**src/rtl/crc_stream_engine_if.sv**
```systemverilog
// crc_stream_engine_if: word-input and result-output handshakes of the CRC engine.
// The engine uses the slave modport; a word source / result consumer uses master.
interface crc_stream_engine_if #(
   parameter int CRC_W  = 32,
   parameter int DATA_W = 32
);
   logic              in_valid;
   logic              in_ready;
   logic [DATA_W-1:0] in_data;
   logic              in_first;
   logic              in_last;
   logic [CRC_W-1:0]  crc_i;
   logic              out_valid;
   logic              out_ready;
   logic [CRC_W-1:0]  crc_o;
   logic              crc_ok;

   modport master (
      output in_valid, in_data, in_first, in_last, crc_i, out_ready,
      input  in_ready, out_valid, crc_o, crc_ok
   );

   modport slave (
      input  in_valid, in_data, in_first, in_last, crc_i, out_ready,
      output in_ready, out_valid, crc_o, crc_ok
   );
endinterface

```
**src/rtl/crc_stream_engine.sv**
```systemverilog
// crc_stream_engine: parametrised multi-word CRC generator/checker.
// Frames of DATA_W-bit words are divided MSB-first by a runtime polynomial,
// BPC bits per clock, as augmented long division (init 0, no reflection,
// no final XOR). Check mode appends the received CRC instead of zeros.
// Optional failed-check counter output err_cnt: define CRC_ERRCNT_EN.
module crc_stream_engine #(
   parameter int CRC_W  = 32,
   parameter int DATA_W = 32,
   parameter int BPC    = 1
) (
   input  logic               clk,
   input  logic               rst,
   input  logic [CRC_W:0]     poly_i,
   input  logic               mode_i,
   input  logic               clear_i,
   crc_stream_engine_if.slave bus,
   output logic               busy
`ifdef CRC_ERRCNT_EN
   ,
   output logic [15:0]        err_cnt
`endif
);

   localparam int D       = DATA_W / BPC;
   localparam int C       = CRC_W / BPC;
   localparam int CNT_MAX = (D > C) ? D : C;
   localparam int CNT_W   = $clog2(CNT_MAX + 1);

   generate
      if ((DATA_W % BPC) != 0 || (CRC_W % BPC) != 0) begin : gBadBpc
         $error("crc_stream_engine: BPC must divide both DATA_W and CRC_W");
      end
   endgenerate

   typedef enum logic [1:0] {IDLE, DATA, FLUSH, DONE} state_t;

   state_t              state_q, state_d;
   logic [CRC_W-1:0]    rem_q, rem_d;
   logic [DATA_W-1:0]   shift_q, shift_d;
   logic [CNT_W-1:0]    cnt_q, cnt_d;
   logic [CRC_W-1:0]    poly_q, poly_d;
   logic                mode_q, mode_d;
   logic [CRC_W-1:0]    aug_q, aug_d;
   logic                last_q, last_d;
   logic                inReady;
   logic                accept;
   logic [BPC-1:0]      augBits;
   logic                unusedPolyMsb;

   // The x^CRC_W term is implied by the shift-out feedback, so the top bit is never used
   assign unusedPolyMsb = poly_i[CRC_W];

   // One division step per bit, MSB of the chunk first, chained BPC times
   function automatic logic [CRC_W-1:0] crcStep(input logic [CRC_W-1:0] r,
                                                input logic [BPC-1:0]   b,
                                                input logic [CRC_W-1:0] p);
      logic [CRC_W-1:0] acc;
      acc = r;
      for (int i = BPC - 1; i >= 0; i--) begin
         acc = {acc[CRC_W-2:0], b[i]} ^ (acc[CRC_W-1] ? p : '0);
      end
      return acc;
   endfunction

   assign inReady       = (state_q == IDLE) && !clear_i && rst;
   assign accept        = bus.in_valid && inReady;
   assign bus.in_ready  = inReady;
   assign bus.out_valid = (state_q == DONE);
   assign bus.crc_o     = (state_q == DONE) ? rem_q : '0;
   assign bus.crc_ok    = (state_q == DONE) && mode_q && (rem_q == '0);
   assign busy          = (state_q != IDLE);
   assign augBits       = mode_q ? aug_q[CRC_W-1 -: BPC] : '0;

   // Next-state logic: load a word, shift its bits, flush augment bits, hold the result
   always_comb begin
      state_d = state_q;
      rem_d   = rem_q;
      shift_d = shift_q;
      cnt_d   = cnt_q;
      poly_d  = poly_q;
      mode_d  = mode_q;
      aug_d   = aug_q;
      last_d  = last_q;
      unique case (state_q)
         IDLE: begin
            if (accept) begin
               shift_d = bus.in_data;
               last_d  = bus.in_last;
               cnt_d   = '0;
               state_d = DATA;
               if (bus.in_first) begin
                  rem_d  = '0;
                  poly_d = poly_i[CRC_W-1:0];
                  mode_d = mode_i;
               end
               if (bus.in_last) begin
                  aug_d = bus.crc_i;
               end
            end
         end
         DATA: begin
            rem_d   = crcStep(rem_q, shift_q[DATA_W-1 -: BPC], poly_q);
            shift_d = shift_q << BPC;
            if (cnt_q == CNT_W'(D - 1)) begin
               cnt_d   = '0;
               state_d = last_q ? FLUSH : IDLE;
            end else begin
               cnt_d = cnt_q + 1'b1;
            end
         end
         FLUSH: begin
            rem_d = crcStep(rem_q, augBits, poly_q);
            aug_d = aug_q << BPC;
            if (cnt_q == CNT_W'(C - 1)) begin
               cnt_d   = '0;
               state_d = DONE;
            end else begin
               cnt_d = cnt_q + 1'b1;
            end
         end
         DONE: begin
            if (bus.out_ready) begin
               rem_d   = '0;
               state_d = IDLE;
            end
         end
         default: state_d = IDLE;
      endcase
      if (clear_i) begin
         state_d = IDLE;
         rem_d   = '0;
         cnt_d   = '0;
      end
   end

   // State and datapath registers, returned to zero/IDLE on reset
   always_ff @(posedge clk or negedge rst) begin
      if (!rst) begin
         state_q <= IDLE;
         rem_q   <= '0;
         shift_q <= '0;
         cnt_q   <= '0;
         poly_q  <= '0;
         mode_q  <= 1'b0;
         aug_q   <= '0;
         last_q  <= 1'b0;
      end else begin
         state_q <= state_d;
         rem_q   <= rem_d;
         shift_q <= shift_d;
         cnt_q   <= cnt_d;
         poly_q  <= poly_d;
         mode_q  <= mode_d;
         aug_q   <= aug_d;
         last_q  <= last_d;
      end
   end

`ifdef CRC_ERRCNT_EN
   logic [15:0] errCnt_q, errCnt_d;

   // Count failed checks at the result handshake, saturating; clear wipes the count
   always_comb begin
      errCnt_d = errCnt_q;
      if (clear_i) begin
         errCnt_d = '0;
      end else if ((state_q == DONE) && bus.out_ready && mode_q && (rem_q != '0)
                   && (errCnt_q != 16'hFFFF)) begin
         errCnt_d = errCnt_q + 16'd1;
      end
   end

   // Error counter register
   always_ff @(posedge clk or negedge rst) begin
      if (!rst) begin
         errCnt_q <= '0;
      end else begin
         errCnt_q <= errCnt_d;
      end
   end

   assign err_cnt = errCnt_q;
`endif

endmodule

```
**src/flat_wrapper.sv**
```systemverilog
// flat-port wrapper written by rule: the top's interface ports become plain ports
module crc_stream_engine_flat 
#(
   parameter int CRC_W  = 32,
   parameter int DATA_W = 32,
   parameter int BPC    = 1
)
  (clk, rst, poly_i, mode_i, clear_i, busy, bus_in_valid, bus_in_data, bus_in_first, bus_in_last, bus_crc_i, bus_out_ready, bus_in_ready, bus_out_valid, bus_crc_o, bus_crc_ok);
  crc_stream_engine_if #(.CRC_W(CRC_W), .DATA_W(DATA_W)) bus_i ();
  input  logic clk;
  input  logic rst;
  input  logic [CRC_W:0] poly_i;
  input  logic mode_i;
  input  logic clear_i;
  output logic busy;
  input wire logic [$bits(bus_i.in_valid)-1:0] bus_in_valid;
  input wire logic [$bits(bus_i.in_data)-1:0] bus_in_data;
  input wire logic [$bits(bus_i.in_first)-1:0] bus_in_first;
  input wire logic [$bits(bus_i.in_last)-1:0] bus_in_last;
  input wire logic [$bits(bus_i.crc_i)-1:0] bus_crc_i;
  input wire logic [$bits(bus_i.out_ready)-1:0] bus_out_ready;
  output wire logic [$bits(bus_i.in_ready)-1:0] bus_in_ready;
  output wire logic [$bits(bus_i.out_valid)-1:0] bus_out_valid;
  output wire logic [$bits(bus_i.crc_o)-1:0] bus_crc_o;
  output wire logic [$bits(bus_i.crc_ok)-1:0] bus_crc_ok;
  assign bus_i.in_valid = bus_in_valid;
  assign bus_i.in_data = bus_in_data;
  assign bus_i.in_first = bus_in_first;
  assign bus_i.in_last = bus_in_last;
  assign bus_i.crc_i = bus_crc_i;
  assign bus_i.out_ready = bus_out_ready;
  assign bus_in_ready = bus_i.in_ready;
  assign bus_out_valid = bus_i.out_valid;
  assign bus_crc_o = bus_i.crc_o;
  assign bus_crc_ok = bus_i.crc_ok;
  crc_stream_engine #(.CRC_W(CRC_W), .DATA_W(DATA_W), .BPC(BPC)) u_core (.clk(clk), .rst(rst), .poly_i(poly_i), .mode_i(mode_i), .clear_i(clear_i), .bus(bus_i), .busy(busy));
endmodule
```
**config.mk**
```make
export PLATFORM = sky130hd
export DESIGN_NAME = crc_stream_engine_flat
export DESIGN_NICKNAME = d
export VERILOG_FILES = /design/src/rtl/crc_stream_engine_if.sv /design/src/rtl/crc_stream_engine.sv /design/src/flat_wrapper.sv
export SDC_FILE = /design/constraint.sdc
export NUM_CORES = 1
export LEC_CHECK = 0
export BUFFER_PORTS_ARGS = -buffer_cell sky130_fd_sc_hd__buf_2
export CORE_MARGIN = 3
export CORE_UTILIZATION = 30
export DETAILED_ROUTE_END_ITERATION = 10
export PLACE_DENSITY = 0.59
export SYNTH_ARGS = -nofsm -noshare
export SYNTH_HDL_FRONTEND = slang
export SYNTH_SLANG_ARGS = --single-unit
export TNS_END_PERCENT = 1
```
**constraint.sdc**
```tcl
create_clock -name clk -period 2.5 [get_ports clk]
set_clock_uncertainty 0.2 [all_clocks]
set_input_delay 0.5 -clock clk [delete_from_list [all_inputs] [get_ports clk]]
set_output_delay 0.5 -clock clk [all_outputs]
set_load 0.02 [all_outputs]
```
; After elaboration in Yosys (flattened, before gate mapping)
; Cells that the tools add are included.
; W data, S select, Z words.
[classes]
bitwise = 2
muxes = 24
eq_ne = 11
reduce_logical = 20
n_addsub = 1
[ops]
columns = cell, count
row1 = $mux W32, 9
row2 = $pmux W32 S2, 2
row3 = $pmux W32 S4, 1
row4 = $xor A32 B32 Y32, 2
row5 = $logic_not A32 Y1, 1
row6 = $mux W6, 3
row7 = $mux W2, 6
row8 = $pmux W6 S2, 1
row9 = $ne A3 B2 Y1 const B, 3
row10 = $reduce_and A3 Y1, 3
row11 = $pmux W2 S4, 1
row12 = $add A6 B1 Y6 const B, 1
row13 = $eq A6 B5 Y1 const B, 1
row14 = $ne A3 B3 Y1 const B, 2
row15 = $reduce_and A2 Y1, 3
row16 = $reduce_bool A2 Y1, 3
row17 = $logic_and A1 B1 Y1, 5
row18 = $eq A2 B2 Y1 const B, 2
row19 = $reduce_and A4 Y1, 1
row20 = $reduce_bool A3 Y1, 1
row21 = $eq A2 B1 Y1 const B, 1
row22 = $logic_not A2 Y1, 1
row23 = $ne A2 B1 Y1 const B, 1
row24 = $ne A2 B2 Y1 const B, 1
row25 = 3 further kinds, 3
[totals]
ff_bits = 138
elab_cells = 66
out_inout_bits = 36
input_bits = 105

; Depth between registers and ports, before layout
; Gate-level depths: netlist of run 1.
[depth]
ltp_word = 7
depth_mapped = 9
ltp_nobuf = 6

; Least setup slack after synthesis of run 1
; Ideal clock, no wire load.
[synth_timing]
kind = flip-flop to output port
from = register u_core.state_q[0]
to = output port bus_crc_ok
path_stages_with_launch = 6
n_path_buf = 0
slack_ns = -0.111
arrival_ns = 1.911
required_time_ns = 1.800
path_cell_list = dfrtp_1 ha_1 nor4b_1 and4_1 nand4_1 nor4_1
[synth_via]
elab_chain_cells = 3
[synth_rtl]
columns = item, line
row1 = "start, declared", crc_stream_engine.sv:37  ; state_t state_q, state_d;
row2 = "start signal, assigned", crc_stream_engine.sv:148  ; state_q <= state_d;
row3 = $eq A2 B2 Y1, --
row4 = named net bus_out_valid, flat_wrapper.sv:23  ; output wire logic [$bits(bus_i.out_valid)-1:0] bus_out_valid;
row5 = $logic_and A1 B1 Y1 (2 in a row), crc_stream_engine.sv:70  ; assign bus.crc_ok = (state_q == DONE) && mode_q && (rem_q == '0);
row6 = "end, declared", flat_wrapper.sv:25  ; output wire logic [$bits(bus_i.crc_ok)-1:0] bus_crc_ok;
; The timed path passes the listed nets, and every way through them passes these cells.

; Worst setup path in the final report of run 1
[layout_timing]
from = register u_core.rem_q[9]
to = output port bus_crc_ok
[layout_via]
elab_chain_cells = 2
[layout_rtl]
columns = item, line
row1 = "start, declared", crc_stream_engine.sv:38  ; logic [CRC_W-1:0] rem_q, rem_d;
row2 = "start signal, assigned", crc_stream_engine.sv:149  ; rem_q <= rem_d;
row3 = $logic_not A32 Y1, crc_stream_engine.sv:70
row4 = $logic_and A1 B1 Y1, crc_stream_engine.sv:70
; Every way passes these cells.

==> results of run 1 <==
synthesized netlist by cell type (2+ instances only):
library cell,number
mux2_2,62
clkbuf_1,8
or3_1,3
nor3b_1,2
a21oi_1,36
nor4_1,6
nor3_1,2
buf_2,18
nand3_1,6
ha_1,5
nor2b_1,3
nand4_1,2
clkbuf_2,2
nor4b_1,2
mux2i_1,62
buf_4,8
o21ai_1,4
nand2_1,75
nor2_1,63
buf_6,4
xor2_1,30
nand4b_1,2
a22o_1,2
inv_1,6
nand2b_1,3
or4_1,2
o21ai_0,35
dfrtp_1,138
and2_1,33
cells by family (layout without fill, tap and decap cells):
kind of cell	after synthesis	after routing
XOR/XNOR	31	31
multiplexers	126	126
adder cells (fa/ha/maj)	5	5
buffers and inverters	46	197
AND/OR/NAND/NOR	211	211
AO/OA/AOI/OAI	86	86
flip-flops	138	138
timing repair:
action / in CTS / in global routing
hold buffers: 1 / 0
setup endpoints to repair: 32 / 5
resized for setup: 9 / 4
hold endpoints to repair: 3 / 0
pin swaps: 1 / 0
buffers inserted: 1 / 1
cell type report:
type / count / area (µm²) / area share
sequential: 138 / 3450 / 0.404
multi-input combinational: 459 / 3230 / 0.378
timing repair buffer: 159 / 910 / 0.106
clock buffer: 19 / 443 / 0.0518
tap: 280 / 350 / 0.0410
clock inverter: 13 / 145 / 0.0170
inverter: 6 / 22.5 / 0.00263
layer usage:
layer  vias to the layer above  routed length [µm]
li1                       2474                   -
met1                      2336                7680
met4                         8                  95
met2                       127                7120
met3                        16                1260
met5                         -                  43
report_power, final:
part	leakage (nW)	switching, W	internal [W]
Clock	0.280	0.00102	0.00150
Combinational	1.90	0.000587	0.000593
Sequential	1.72	0.000313	0.00281
through the flow:
| step | setup TNS (ns) | power, W | hold slack, ns |
|---|---|---|---|
| 3_5_place_dp | 0 | 0.00434 | 0.106 |
| 2_1_floorplan | 0 | 0.00393 | 0.00441 |
| 4_1_cts | -0.174 | 0.00693 | 0.0927 |
| 5_1_grt | -0.250 | 0.00725 | 0.0963 |
| 3_3_place_gp | 0 | 0.00429 | 0.107 |
| 6_report | -0.109 | 0.00682 | 0.112 |
sequential cells by signal (all words and copies together), names as in the netlist:
register        cells
u_core.last_q       1
u_core.poly_q      32
u_core.mode_q       1
u_core.aug_q       32
u_core.state_q      2
u_core.cnt_q        6
u_core.rem_q       32
u_core.shift_q     32
worst reg2reg max path, stage by stage (launching register included):
cell	delay, ns
dfrtp_2	0.42
buf_4	0.16
inv_2	0.08
ha_4	0.18
and4b_1	0.40
nand2_4	0.36
mux2_2	0.41
worst paths after layout:
kind                              startpoint  slack [ns]                end
hold reg to reg             u_core.aug_q[11]        0.28   u_core.aug_q[11]
setup reg to reg           u_core.state_q[0]        0.16   u_core.poly_q[2]
max in group asynchronous                rst        0.41   u_core.rem_q[16]
hold / removal                bus_in_data[0]        0.11  u_core.shift_q[0]
min in group asynchronous                rst        0.31  u_core.state_q[0]
setup / recovery             u_core.rem_q[9]       -0.11         bus_crc_ok
cell usage in the layout, fill, tap and decap left out, types with 6 or more instances in the layout:
master and instances:
nand3_1 6, and2_1 33, mux2i_1 62, o21ai_0 35, nand2_1 75, buf_2 136, xor2_1 30, mux2_2 62
buf_4 17, a21oi_1 36, dfrtp_1 137, clkbuf_16 17, nor2_1 63
==> reports/qor.txt, run 1 <==
Pwr Density: 797 nW/µm²
via/cell ratio: 4.62
WL final: 16,200 µm
critical path class: reg -> out
Cell Count, Final, Fillers Out: 1,074
nets@finish: 891
CP bufs+invs: 2
Tcrit/Tclk final: 1.04
# diodes: 0
routability cong.: 0.772
# port buffers: 139
Area Growth Syn to Fin: 24.4%
placed cell areas: 7890 µm²
die area: 24,800 µm²
met1 global-route usage: 0.183
register bit total from synthesis: 138
core region area: 22,200 µm²
HPWL Detailed: 11,200 µm
Synth Area in Compound Gates: 0.0702
Startpoint Class: flop
Relative slew margins: 0.552
worst vdd ir: 0.000416 V
RSZ-0062 raised after global routing: yes
synth unique cells: 48
worst min-delay path class: in -> reg
layout cells sized above 1: 0.343
Fillers: 2,182
fraction of registers with async set/reset: 1.00
GRT overflow: 0
top cells by area, synth: dfrtp_1, mux2_2, mux2i_1
final worst slack: -0.109 ns
H-Tree Depth: 4
Yosys Warn Count: 0
top cell family by delay on the critical path: simple AND/OR/NAND/NOR gates
Leak Pwr: 3.90 nW
Synth Area in Adders: 0.00910
failing checks: negative setup slack
share of the synthesized area in the top cell type: 0.502
fmax: 383 MHz
critical path data required time: 1.80 ns
Slew Viols, Final: 0
outcome: finished with violations
FP Rows: 54
clk sinks: 138
mux cell area share after synthesis: 0.196
worst reg2reg path depth: 6
Worst-Skew Late Latency: 0.41 ns
GRT met2 Usage: 0.201
largest net degree at the start of global routing: 65
Routed Antenna Nets: 0
Post-Synth Simple-Gate Area: 0.146
WL/cell: 15.1 µm
Vert. Die Dim: 157 µm
Slew @ Worst Pin: 0.672 ns
TritonRoute pass-1 iters: 4
endpoint class of the critical path: output pin
Post-Syn Instances: 643
CTS tree: done
drt initial violations: 196
Synth Net Count: 753
cell area after layout: 8550 µm²
largest family of logic cells by synthesized area: multiplexers
Global Route Usage Sum: 0.134
Vias: 4,961
CP peak stage delay: 0.41 ns
top_reg_cell synth: dfrtp_1
post-synthesis xor/xnor area fraction: 0.0395
final core utilization: 0.386
average cell area after synthesis: 10.7 µm²
Post-synth EDFFs: 0
Levels on crit path: 6
critical path peak fanout: 4
DRC: 0
initial antenna violation count: 4
crit path cell chain: nor4_2 -> buf_4 -> and4_4 -> nand4_1 -> nor4_2 -> buf_4
dominant cell type by area after synthesis: dfrtp_1
Chip Width: 157 µm
Clock Tree Buf Depth: 2
met3 track demand over resource: 0.0544
final setup vio count: 1
Starting Density: 0.310
IO Pins: 141
vias in the first global route: 4,868
Hold Vio Cnt, Final: 0
Worst EP arrival: 1.91 ns
Post-Place Worst Slack: 0.101 ns
Hold Path Stages: 3
CP max-delay cell: dfrtp_1
placed insts: 1,039
Root Buffer: clkbuf_16
clock slew at reported path FFs: 0.06 ns
CTS Buf Count: 17
mapped cell area: 6880 µm²
Seq/Total Area, Yosys: 0.502
global-route wire length before repair: 26,000 µm
Period minus WS final: 2.61 ns
grt peak-use layer: met2
max_cap viols: 0
Note: power is estimated with default switching activity, not from simulation.
==> run 2, diff against run 1 <==
--- a/config.mk
+++ b/config.mk
@@ -9,7 +9,8 @@
 export CORE_MARGIN = 3
 export CORE_UTILIZATION = 30
 export DETAILED_ROUTE_END_ITERATION = 10
-export PLACE_DENSITY = 0.59
+export GPL_TIMING_DRIVEN = 1
+export PLACE_DENSITY_LB_ADDON = 0.08
 export SYNTH_ARGS = -nofsm -noshare
 export SYNTH_HDL_FRONTEND = slang
 export SYNTH_SLANG_ARGS = --single-unit
==> run 2 against run 1 <==
  * Clock power rose by 11%
  * The flow still finishes with violations (negative setup slack)
  * Power rose by 3.9%
  * Cell area rose by 0.99%
==> reports/qor.txt, run 2 (synthesis results as in run 1) <==
crit path cell chain: ha_2 -> nor4b_2 -> and4_1 -> nand4_1 -> nor4_2 -> buf_4 (was nor4_2 -> buf_4 -> and4_4 -> nand4_1 -> nor4_2 -> buf_4)
core region area: 22,200 µm² (unchanged)
Post-Place Worst Slack: 0.169 ns (was 0.101 ns)
critical path peak fanout: 3 (was 4)
WL final: 16,600 µm (was 16,200 µm)
power share of the sequential group: 0.439 (was 0.457)
critical path class: reg -> out (unchanged)
R2R setup slack: 0.22 ns (was 0.16 ns)
Hold Path Stages: 2 (was 3)
Slew @ Worst Pin: 0.659 ns (was 0.672 ns)
Vert. Die Dim: 157 µm (unchanged)
Pwr Density: 821 nW/µm² (was 797 nW/µm²)
final worst slack: -0.140 ns (was -0.109 ns)
CP peak stage delay: 0.38 ns (was 0.41 ns)
failing checks: negative setup slack (unchanged)
via/cell ratio: 4.65 (was 4.62)
CTS Buf Count: 17 (unchanged)
fmax: 379 MHz (was 383 MHz)
global-route wire length before repair: 26,900 µm (was 26,000 µm)
worst reg2reg path depth: 7 (was 6)
Root Buffer: clkbuf_16 (unchanged)
WL/cell: 15.4 µm (was 15.1 µm)
CP bufs+invs: 1 (was 2)
most common cell after layout, fill and taps aside: dfrtp_1 (unchanged)
FP Rows: 54 (unchanged)
Tcrit/Tclk final: 1.06 (was 1.04)
CP max-delay cell: dfrtp_1 (unchanged)
worst hold path startpoint: poly_i[22] (was bus_in_data[0])
Hold Vio Cnt, Final: 0 (unchanged)
layout cells sized above 1: 0.339 (was 0.343)
Vias: 4,998 (was 4,961)
worst vdd ir: 0.000382 V (was 0.000416 V)
DRC: 0 (unchanged)
WHS Endpoint: u_core.poly_q[22] (was u_core.shift_q[0])
CTS tree: done (unchanged)
Startpoint Class: flop (unchanged)
RSZ-0062 raised after global routing: yes (unchanged)
reg2reg start: u_core.state_q[1] (was u_core.state_q[0])
max_cap viols: 0 (unchanged)
HPWL Detailed: 11,400 µm (was 11,200 µm)
largest net degree at the start of global routing: 121 (was 65)
Chip Width: 157 µm (unchanged)
grt peak-use layer: met2 (unchanged)
vias in the first global route: 5,166 (was 4,868)
die area: 24,800 µm² (unchanged)
initial antenna violation count: 4 (unchanged)
setup TNS: -0.140 ns (was -0.109 ns)
Slew Viols, Final: 0 (unchanged)
worst min-delay path class: in -> reg (unchanged)
routability cong.: 0.741 (was 0.772)
clk sinks: 138 (unchanged)
Global Route Usage Sum: 0.137 (was 0.134)
Period minus WS final: 2.64 ns (was 2.61 ns)
switching pwr: 0.00191 W (was 0.00192 W)
Starting Density: 0.310 (unchanged)
Fillers: 2,243 (was 2,182)
Comb power frac: 0.165 (was 0.173)
clock share of power: 0.395 (was 0.370)
final setup vio count: 1 (unchanged)
Worst EP arrival: 1.94 ns (was 1.91 ns)
met3 track demand over resource: 0.0503 (was 0.0544)
H-Tree Depth: 4 (unchanged)
nets@finish: 891 (unchanged)
Leak Pwr: 3.94 nW (was 3.90 nW)
clock slew at reported path FFs: 0.06 ns (about the same)
GRT met2 Usage: 0.226 (was 0.201)
most frequent cells in the layout: dfrtp_1, buf_2, nand2_1, nor2_1 (unchanged)
TritonRoute pass-1 iters: 6 (was 4)
IO Pins: 141 (unchanged)
top cell family by delay on the critical path: simple AND/OR/NAND/NOR gates (unchanged)
GRT overflow: 0 (unchanged)
Relative slew margins: 0.561 (was 0.552)
Int Power: 0.00517 W (was 0.00490 W)
drt initial violations: 193 (was 196)
# port buffers: 139 (unchanged)
Clock Tree Buf Depth: 2 (unchanged)
outcome: finished with violations (unchanged)
hold slack: 0.111 ns (was 0.112 ns)
met1 global-route usage: 0.171 (was 0.183)
Worst-Skew Late Latency: 0.42 ns (was 0.41 ns)
Routed Antenna Nets: 0 (unchanged)
critical path data required time: 1.80 ns (about the same)
Area Growth Syn to Fin: 25.6% (was 24.4%)
endpoint class of the critical path: output pin (unchanged)
sw frac: 0.270 (was 0.281)
Worst R2R End: u_core.rem_q[12] (was u_core.poly_q[2])
## run 2: cell types whose count changed in the layout (fill, tap and decap cells not counted), moves of 2 or more
cell       before  now
bufinv_16       2    5
clkinv_2        2    0
inv_1           4    6
inv_2           2    0
## run 2: metrics by stage
step | power (W) | area, µm² | utilization | std cells
after global placement | 0.00428 | 7920 | 0.357 | 1041
after CTS | 0.00722 | 8610 | 0.389 | 1073
after detailed placement | 0.00434 | 7920 | 0.357 | 1041
final | 0.00709 | 8640 | 0.390 | 1074
after global routing | 0.00752 | 8640 | 0.390 | 1073
after floorplan | 0.00393 | 6880 | - | 643
## run 2: cell type report
| cell class | instances | area, µm² | area share |
|---|---|---|---|
| clock inverters | 13 | 218 | 0.0252 |
| well taps | 280 | 350 | 0.0406 |
| multi-input cells | 459 | 3240 | 0.375 |
| flip-flops and latches | 138 | 3450 | 0.400 |
| diodes | 1 | 2.50 | 0.000290 |
| repair buffers | 159 | 926 | 0.107 |
| clock buffers | 18 | 429 | 0.0497 |
| inverters | 6 | 22.5 | 0.00261 |
## run 2: timing repair
| item | in CTS | in global routing |
|---|---|---|
| gates resized for setup | 7 | 5 |
| endpoints found under the setup margin | 2 | 2 |
| hold endpoints to repair | 18 | 0 |
| hold buffers | 1 | 0 |
| buffers inserted | 0 | 0 |
## run 2: layer usage
layer  wire length [µm]  up-vias  share of wire
met5                 61        -         0.0037
met4                163        8         0.0098
met3               1030       17          0.062
met2               7940      103           0.48
met1               7370     2383           0.44
li1                   -     2487              -
## run 2: worst max path at each step
stage / from / to / slack, ns / cells after the start
global placement: u_core.rem_q[9] / bus_crc_ok / 0.17 / 5
global route: u_core.state_q[1] / bus_crc_ok / -0.29 / 6
finish: u_core.state_q[1] / bus_crc_ok / -0.14 / 6
detailed placement: u_core.state_q[1] / u_core.rem_q[5] / 0.17 / 7
CTS: u_core.state_q[1] / bus_crc_ok / -0.22 / 6
floorplan: u_core.state_q[0] / bus_crc_ok / 0.11 / 5
## run 2: power groups by stage
stage               Sequential, W  Clock, W  Combinational, W
floorplan                 0.00306         0          0.000875
global placement          0.00313         0           0.00115
detailed placement        0.00316         0           0.00118
CTS                       0.00312   0.00290           0.00120
global route              0.00320   0.00298           0.00134
finish                    0.00311   0.00280           0.00117
==> run 3, diff against run 2 <==
--- a/config.mk
+++ b/config.mk
@@ -7,10 +7,11 @@
 export LEC_CHECK = 0
 export BUFFER_PORTS_ARGS = -buffer_cell sky130_fd_sc_hd__buf_2
 export CORE_MARGIN = 3
-export CORE_UTILIZATION = 30
+export CORE_UTILIZATION = 55
 export DETAILED_ROUTE_END_ITERATION = 10
 export GPL_TIMING_DRIVEN = 1
 export PLACE_DENSITY_LB_ADDON = 0.08
+export SKIP_LAST_GASP = 1
 export SYNTH_ARGS = -nofsm -noshare
 export SYNTH_HDL_FRONTEND = slang
 export SYNTH_SLANG_ARGS = --single-unit
==> run 3 against run 2 <==
  * The run still ends with negative setup slack left
  * Largest power group unchanged
  * Critical path type unchanged
  * Core utilization is 31 points higher
  * Fmax is 0.31% higher
  * Power is 0.17% higher
  * Combinational power hardly changed
==> reports/qor.txt, run 3 (synthesis results as in run 1) <==
Slew @ Worst Pin: 0.672 ns (was 0.659 ns)
worst vdd ir: 0.000591 V (was 0.000382 V)
clk sinks: 138 (unchanged)
FP Rows: 40 (was 54)
Startpoint Class: flop (unchanged)
hold slack: 0.109 ns (was 0.111 ns)
DRC: 0 (unchanged)
endpoint class of the critical path: output pin (unchanged)
Relative slew margins: 0.552 (was 0.561)
Starting Density: 0.568 (was 0.310)
Hold Vio Cnt, Final: 0 (unchanged)
Period minus WS final: 2.63 ns (was 2.64 ns)
Slew Viols, Final: 0 (unchanged)
storage element area: 3450 µm² (about the same)
most common cell after layout, fill and taps aside: dfrtp_1 (unchanged)
Chip Width: 118 µm (was 157 µm)
Clock Tree Buf Depth: 2 (unchanged)
R2R setup slack: 0.26 ns (was 0.22 ns)
most frequent cells in the layout: dfrtp_1, buf_2, nand2_1, nor2_1 (unchanged)
worst min-delay path class: in -> reg (unchanged)
HPWL Detailed: 10,100 µm (was 11,400 µm)
CTS tree: done (unchanged)
Vert. Die Dim: 118 µm (was 157 µm)
initial antenna violation count: 1 (was 4)
Tcrit/Tclk final: 1.05 (was 1.06)
clock slew at reported path FFs: 0.06 ns (about the same)
Critical Path Start: u_core.state_q[0] (was u_core.state_q[1])
WL final: 14,400 µm (was 16,600 µm)
drt initial violations: 322 (was 193)
CTS Buf Count: 17 (unchanged)
via/cell ratio: 5.23 (was 4.65)
GRT overflow: 0 (unchanged)
Worst-Skew Late Latency: 0.42 ns (about the same)
global-route wire length before repair: 24,800 µm (was 26,900 µm)
critical path data required time: 1.80 ns (about the same)
largest net degree at the start of global routing: 63 (was 121)
WL/cell: 15.0 µm (was 15.4 µm)
multi-input logic area: 3200 µm² (was 3240 µm²)
Routed Antenna Nets: 0 (unchanged)
RSZ-0062 raised after global routing: yes (unchanged)
routability cong.: 0.793 (was 0.741)
critical path peak fanout: 3 (unchanged)
die area: 13,900 µm² (was 24,800 µm²)
Worst R2R End: u_core.rem_q[26] (was u_core.rem_q[12])
worst reg2reg path depth: 7 (unchanged)
reg2reg start: u_core.state_q[0] (was u_core.state_q[1])
vias in the first global route: 5,148 (was 5,166)
critical path class: reg -> out (unchanged)
final core utilization: 0.695 (was 0.390)
setup TNS: -0.135 ns (was -0.140 ns)
Global Route Usage Sum: 0.220 (was 0.137)
Hold Path Stages: 2 (unchanged)
final setup vio count: 2 (was 1)
nets@finish: 889 (was 891)
# port buffers: 139 (unchanged)
H-Tree Depth: 4 (unchanged)
Vias: 5,028 (was 4,998)
max_cap viols: 0 (unchanged)
Pwr Density: 844 nW/µm² (was 821 nW/µm²)
layout cells sized above 1: 0.332 (was 0.339)
Worst EP arrival: 1.93 ns (was 1.94 ns)
Leak Pwr: 3.91 nW (was 3.94 nW)
Cell Count, Final, Fillers Out: 961 (was 1,074)
TritonRoute pass-1 iters: 5 (was 6)
IO Pins: 141 (unchanged)
Root Buffer: clkbuf_16 (unchanged)
placed insts: 926 (was 1,041)
outcome: finished with violations (unchanged)
core region area: 12,100 µm² (was 22,200 µm²)
failing checks: negative setup slack (unchanged)
Fillers: 946 (was 2,243)
final worst slack: -0.131 ns (was -0.140 ns)
fmax: 380 MHz (was 379 MHz)
Area Growth Syn to Fin: 22.4% (was 25.6%)
Worst Setup EP: bus_crc_ok (unchanged)
-- run 3: changes by cell type in the layout (fill, tap and decap cells not counted), sizes merged --
cell      before  now
clkinv         4    2
buf          158  156
bufinv         5    6
clkbuf        18   20
inv            8    6
clkinvlp       2    4
-- run 3: metrics by stage --
step                worst slack, ns  power [W]  instance area [µm²]
floorplan                     0.110    0.00393                 6880
detailed placement            0.138    0.00431                 7720
CTS                          -0.146    0.00717                 8420
finish                       -0.131    0.00710                 8420
global route                 -0.312    0.00750                 8420
global placement              0.180    0.00422                 7720
-- run 3: what timing repair did --
item,CTS,global route
cloned,0,0
pin swaps,1,0
setup buffers,1,0
endpoints found under the setup margin,2,2
endpoints found under the hold margin,9,0
gates resized for setup,4,0
hold buffers,1,0
-- run 3: critical path, stage by stage, from the launching register on --
cell and delay, ns:
dfrtp_1 0.38, ha_2 0.20, nor4b_2 0.19, and4_1 0.26, nand4_1 0.11, nor4_2 0.18
buf_4 0.19
-- run 3: worst min-delay path by stage --
| stage | start | to | slack, ns |
|---|---|---|---|
| 6_report | poly_i[7] | u_core.poly_q[7] | 0.11 |
| 5_1_grt | poly_i[7] | u_core.poly_q[7] | 0.09 |
| 4_1_cts | poly_i[4] | u_core.poly_q[4] | 0.09 |
| 3_5_place_dp | rst | u_core.cnt_q[2] | 0.13 |
| 3_3_place_gp | rst | u_core.cnt_q[2] | 0.12 |
| 2_1_floorplan | rst | u_core.aug_q[0] | 0.004 |
-- run 3: where the power goes --
| group | switching, W | internal, W |
|---|---|---|
| combinational | 0.000580 | 0.000572 |
| sequential | 0.000317 | 0.00281 |
| clock | 0.000935 | 0.00189 |
| total | 0.00183 | 0.00527 |
-- run 3: area by class of cell --
type | instances | share of cell area
Tap cell | 168 | 0.0250
Timing Repair Buffer | 157 | 0.103
Sequential cell | 138 | 0.410
Multi-Input combinational cell | 459 | 0.380
Clock buffer | 20 | 0.0531
Antenna cell | 1 | 0.000297
Clock inverter | 12 | 0.0262
Inverter | 6 | 0.00268
-- run 3: routing by layer --
metal | wire length (µm) | GRT usage
met1 | 6210 | 0.275
met4 | 242 | 0.0762
met2 | 7010 | 0.355
met5 | 0 | 0
met3 | 971 | 0.0798
